$ cat config.mk
export PLATFORM = sky130hd
export DESIGN_NAME = op_status_ctrl
export DESIGN_NICKNAME = d
export VERILOG_FILES = /design/src/rtl/op_status_ctrl.sv
export SDC_FILE = /design/constraint.sdc
export NUM_CORES = 1
export LEC_CHECK = 0
export ABC_AREA = 1
export ABC_CLOCK_PERIOD_IN_PS = 2400
export BUFFER_PORTS_ARGS = -buffer_cell sky130_fd_sc_hd__buf_4
export CAP_MARGIN = 15
export CORE_MARGIN = 5
export CORE_UTILIZATION = 58
export CTS_CLUSTER_DIAMETER = 100
export DETAILED_ROUTE_END_ITERATION = 7
export GPL_ROUTABILITY_DRIVEN = 0
export GPL_TIMING_DRIVEN = 0
export HOLD_SLACK_MARGIN = 0.12
export PLACE_DENSITY = 0.94
export SLEW_MARGIN = 5
export SYNTH_ARGS = -nofsm -noshare
export SYNTH_HDL_FRONTEND = slang
export SYNTH_SLANG_ARGS = --single-unit
$ cat constraint.sdc
create_clock -name clk -period 2.4 [get_ports clk]
set_input_delay 0.72 -clock clk [delete_from_list [all_inputs] [get_ports clk]]
set_output_delay 0.72 -clock clk [all_outputs]
set_load 0.03 [all_outputs]
$ cat src/rtl/op_status_ctrl.sv
// op_status_ctrl: sequencer for a single-operation datapath engine.
// Launches the engine with a one-cycle op_go pulse, watches done/fail and
// a watchdog, and keeps sticky, clearable status {done, busy, error} plus a
// maskable registered interrupt and a saturating success counter.
// Optional feature macro: OP_RETRY_EN (automatic reissue after fail/timeout,
// up to MAX_RETRY times). The default build has no retry logic.
module op_status_ctrl #(
  parameter int unsigned TIMEOUT   = 255,
  parameter int unsigned CNT_W     = 8,
  parameter int unsigned MAX_RETRY = 2
) (
  input  logic             clk,
  input  logic             rst,
  input  logic             start,
  input  logic             op_done,
  input  logic             op_fail,
  input  logic             clr_status,
  input  logic [2:0]       irq_mask,
  output logic             op_go,
  output logic [2:0]       status,
  output logic [1:0]       err_code,
  output logic [CNT_W-1:0] op_count,
  output logic             irq
);

  localparam logic [2:0] S_IDLE  = 3'd0;
  localparam logic [2:0] S_ISSUE = 3'd1;
  localparam logic [2:0] S_RUN   = 3'd2;
  localparam logic [2:0] S_DONE  = 3'd3;
  localparam logic [2:0] S_FAIL  = 3'd4;

  // Last watchdog value in RUN; reaching it means TIMEOUT RUN cycles elapsed.
  localparam logic [CNT_W-1:0] WD_LAST = CNT_W'(TIMEOUT - 1);

  logic [2:0]       state;
  logic [2:0]       state_nxt;
  logic [1:0]       err_nxt;
  logic [2:0]       status_nxt;
  logic [CNT_W-1:0] wd_cnt;
  logic             wd_expired;
  logic             retry_ok;

  assign wd_expired = (wd_cnt == WD_LAST);

`ifdef OP_RETRY_EN
  localparam int unsigned RTY_W = (MAX_RETRY < 1) ? 1 : $clog2(MAX_RETRY + 1);

  logic [RTY_W-1:0] retry_cnt;

  assign retry_ok = (retry_cnt < RTY_W'(MAX_RETRY));

  // Retry counter: cleared whenever heading to IDLE, bumped on each reissue.
  always_ff @(posedge clk or posedge rst) begin
    if (rst) begin
      retry_cnt <= '0;
    end else if (state_nxt == S_IDLE) begin
      retry_cnt <= '0;
    end else if ((state == S_RUN) && (state_nxt == S_ISSUE)) begin
      retry_cnt <= retry_cnt + RTY_W'(1);
    end
  end
`else
  // Without retries every fail/timeout ends the operation.
  logic unused_retry_cfg;
  assign unused_retry_cfg = (MAX_RETRY != 0);
  assign retry_ok = 1'b0;
`endif

  // Next-state and next error-code decode; fail outranks done outranks timeout.
  always_comb begin
    state_nxt = state;
    err_nxt   = err_code;
    case (state)
      S_IDLE: begin
        if (start) state_nxt = S_ISSUE;
      end
      S_ISSUE: begin
        state_nxt = S_RUN;
      end
      S_RUN: begin
        if (op_fail) begin
          if (retry_ok) begin
            state_nxt = S_ISSUE;
          end else begin
            state_nxt = S_FAIL;
            err_nxt   = 2'b01;
          end
        end else if (op_done) begin
          state_nxt = S_DONE;
        end else if (wd_expired) begin
          if (retry_ok) begin
            state_nxt = S_ISSUE;
          end else begin
            state_nxt = S_FAIL;
            err_nxt   = 2'b10;
          end
        end
      end
      S_DONE, S_FAIL: begin
        // A clear wins over a simultaneous start; IDLE ignores nothing yet.
        if (clr_status) begin
          state_nxt = S_IDLE;
          err_nxt   = 2'b00;
        end
      end
      default: begin
        state_nxt = S_IDLE;
        err_nxt   = 2'b00;
      end
    endcase
  end

  // Status word as it will be after this edge: {done, busy, error}.
  assign status_nxt = {(state_nxt == S_DONE),
                       (state_nxt == S_ISSUE) || (state_nxt == S_RUN),
                       (state_nxt == S_FAIL)};

  // State and registered outputs, all derived from the next state so that
  // status and irq rise in the same cycle.
  always_ff @(posedge clk or posedge rst) begin
    if (rst) begin
      state    <= S_IDLE;
      op_go    <= 1'b0;
      status   <= 3'b000;
      err_code <= 2'b00;
      irq      <= 1'b0;
    end else begin
      state    <= state_nxt;
      op_go    <= (state_nxt == S_ISSUE);
      status   <= status_nxt;
      err_code <= err_nxt;
      irq      <= |(status_nxt & ~irq_mask);
    end
  end

  // Successful-operation counter, bumped on DONE entry, sticks at all-ones.
  always_ff @(posedge clk or posedge rst) begin
    if (rst) begin
      op_count <= '0;
    end else if ((state != S_DONE) && (state_nxt == S_DONE) && (op_count != '1)) begin
      op_count <= op_count + CNT_W'(1);
    end
  end

  // Watchdog: zeroed during ISSUE, counts every RUN cycle.
  always_ff @(posedge clk or posedge rst) begin
    if (rst) begin
      wd_cnt <= '0;
    end else if (state == S_ISSUE) begin
      wd_cnt <= '0;
    end else if (state == S_RUN) begin
      wd_cnt <= wd_cnt + CNT_W'(1);
    end
  end

endmodule

==> flow_metrics.tcl <==
set metrics [dict create \
    drtPass1Iterations 4 \
    p_int_uw 857.7 \
    antenna_found_initial 0 \
    cts_sinks 26 \
    max_freq_mhz 594.1 \
    drive_gt1_share_pct 17.30 \
    report.final.slew_viol_count 0 \
    grt_usage_pct 17.00 \
    drv_cap 0 \
    worst_pin_slew_ns 0.9313 \
    instances_no_fill 213 \
    power.density_nw_per_um2 1016 \
    clkTransAtPathRegs_ns 0.13 \
    ctsResizeCount 0 \
    end_kind "primary output" \
    timing.final.crit_share_pct 70.14 \
    hpwl_microns 2016 \
    status "completed" \
    grt_pass1_vias 1066 \
    antenna_cells 0 \
    reg2reg_from "op_count[0]" \
    syn_area_sq_um 1290 \
    maxSlewHeadroom_pct 37.84 \
    cts_buffers 3 \
    p_switching_uw 686.4 \
    yosys_register_bits 26 \
    finalClockSkew_ns 0.002832 \
    cp.arrival_ns 0.96 \
    hp-start "err_code[0]" \
    clock_latency_ns 0.32 \
    path_cells "buf_4" \
    path_max_fanout 5 \
    ios 24 \
    ys_types 22 \
    rsz0062_at_grt "false" \
    critical_path.top_delay_family "flip-flops" \
    comb_power_share_pct 45.1 \
    required_ns 1.68 \
    start_util_pct 59.46 \
    port_buffers 23 \
    leakage_nw 0.8121 \
    fin_crit_ns 1.683 \
    cts_setup_buffers 0 \
    synthCells 159 \
    max_stage_delay_ns 0.45 \
    cts_tree "done" \
    seq_area_frac_synth_pct 50.44 \
    multi_input_area_sq_um 531.8 \
    numPlacedInstances 210 \
    avgSynthCellArea_sq_um 8.113 \
    vias_per_cell 5.244 \
    vias 1117 \
    nets 199 \
    die_y_microns 57.16 \
    hold_viol 0 \
    routedWlPerCell_microns 12.04 \
    hp-class "flip-flop to flip-flop" \
    yosys_warnings 0 \
    cts_htree_levels 1 \
    start_kind "flip-flop" \
    drt_iter0_drc 23 \
    final-seq-area_sq_um 650.6 \
    core_area_sq_um 2170 \
    whs_ns 0.5306 \
    crit_start "op_count[2]" \
    wl_microns 2565 \
    cts_root_buf "clkbuf_4" \
    finalSetupTns_ns 0 \
    grt_start_max_net_pins 27 \
    die-area_sq_um 3267 \
    ant_nets 0 \
    clkPwrFrac_pct 11.9 \
    crit_buf_inv 1 \
    fillers 180 \
    row_count 17 \
    syn_to_final_growth_pct 17.85 \
    timing.final.ws_setup_ns 0.7167 \
    drc 0 \
    cts_hold_buf 0 \
    clockBufferDepth 2 \
    vdd.ir_drop.worst_uv 583.9 \
    crit_type "flip-flop to primary output" \
    switching_share_pct 44.45 \
    syn-num-nets 171 \
    grt_pass1_wl_microns 4395 \
    pwr-share-seq_pct 43.0 \
    pre_cts_slack_ns 0.6720 \
    cp_slowest_cell "dfrtp_1" \
    finalSetupViolCount 0 \
    grt_overflow_total 0 \
    fp.dieW_microns 57.16 \
]
layout by cell type (no fill, tap or decap), types with 2 or more instances in the layout:
master,count
nor2_1,13
inv_1,27
ha_1,3
clkbuf_4,3
nor2_2,3
nand4_1,4
nor3_1,2
dfrtp_1,26
o21ai_0,10
nand3_1,10
a21oi_1,4
buf_4,23
nand2_1,45
xor2_1,2
worst min-delay path, stage by stage, from the launching register on:
cell and delay, ns:
dfrtp_1 0.38, nand2_1 0.05, o21ai_0 0.07
registers in the layout, summed over array words and instances, names as in the netlist:
register  flops
op_count      8
wd_cnt        8
state         3
status        3
err_code      2
irq           1
op_go         1
cells by family (layout without fill, tap and decap cells):
group                    Yosys count  count (layout)  synth area share [%]
AO/OA/AOI/OAI                     19              19                 8.633
XOR/XNOR                           3               3                 2.037
adder cells (fa/ha/maj)            3               3                 2.910
buffers and inverters             28              54                 8.342
flip-flops                        26              26                 50.44
multiplexers                       1               1                0.7760
AND/OR/NAND/NOR                   79              79                 26.87
power groups by stage:
stage	clock, mW	sequential, mW	combinational (mW)
3_3_place_gp	0	0.658	0.669
3_5_place_dp	0	0.671	0.700
5_1_grt	0.204	0.681	0.768
4_1_cts	0.189	0.663	0.702
2_1_floorplan	0	0.811	0.318
6_report	0.183	0.664	0.697
synthesized netlist by cell type:
library cell	instances	share of area [%]
o22ai_1	1	0.49
a31oi_1	1	0.49
nor3_1	2	0.78
o21ai_4	1	1.3
nand3_1	10	3.9
nor2_1	13	3.8
a21oi_1	4	1.6
nand3b_1	1	0.58
xnor2_1	1	0.68
xor2_1	2	1.4
ha_1	3	2.9
o21ai_0	10	3.9
mux2i_1	1	0.78
inv_4	1	0.49
o21ai_1	1	0.39
dfrtp_1	26	50
inv_1	27	7.9
o21a_1	1	0.58
nand4_1	4	1.9
nand2_1	45	13
nor2_2	3	1.5
nand3_4	1	1.4
per-layer routing:
metal / GRT usage, % / up-vias / wire length, microns
met5: 0 / - / 0
met4: 6.291 / 0 / 27
met3: 2.941 / 4 / 95
met2: 31.81 / 22 / 1378
met1: 19.08 / 540 / 1064
li1: - / 551 / -
area by class of cell:
class | instances | area share (%)
inverter | 28 | 7.078
clock buffer | 3 | 1.481
multi-input combinational | 105 | 34.98
sequential | 26 | 42.80
timing repair buffer | 23 | 11.36
tap | 28 | 2.305
metrics by stage:
step | instance area [sq um] | power [mW] | util (%)
floorplan | 1290 | 1.129 | -
global placement | 1498 | 1.327 | 69.03
detailed placement | 1498 | 1.371 | 69.03
CTS | 1520 | 1.555 | 70.07
global route | 1520 | 1.653 | 70.07
finish | 1520 | 1.544 | 70.07
path summary, 6_finish.rpt:
check                         endpoint  slack, ns  depth (start not counted)
max                        op_count[2]       0.72                          1
min                        err_code[0]       0.53                          2
max reg2reg                op_count[4]       0.83                          8
min reg2reg                err_code[0]       0.53                          2
max in group asynchronous    status[0]       1.24                          2
min in group asynchronous    wd_cnt[1]       0.59                          2
Power figures use the tool's default switching activity.
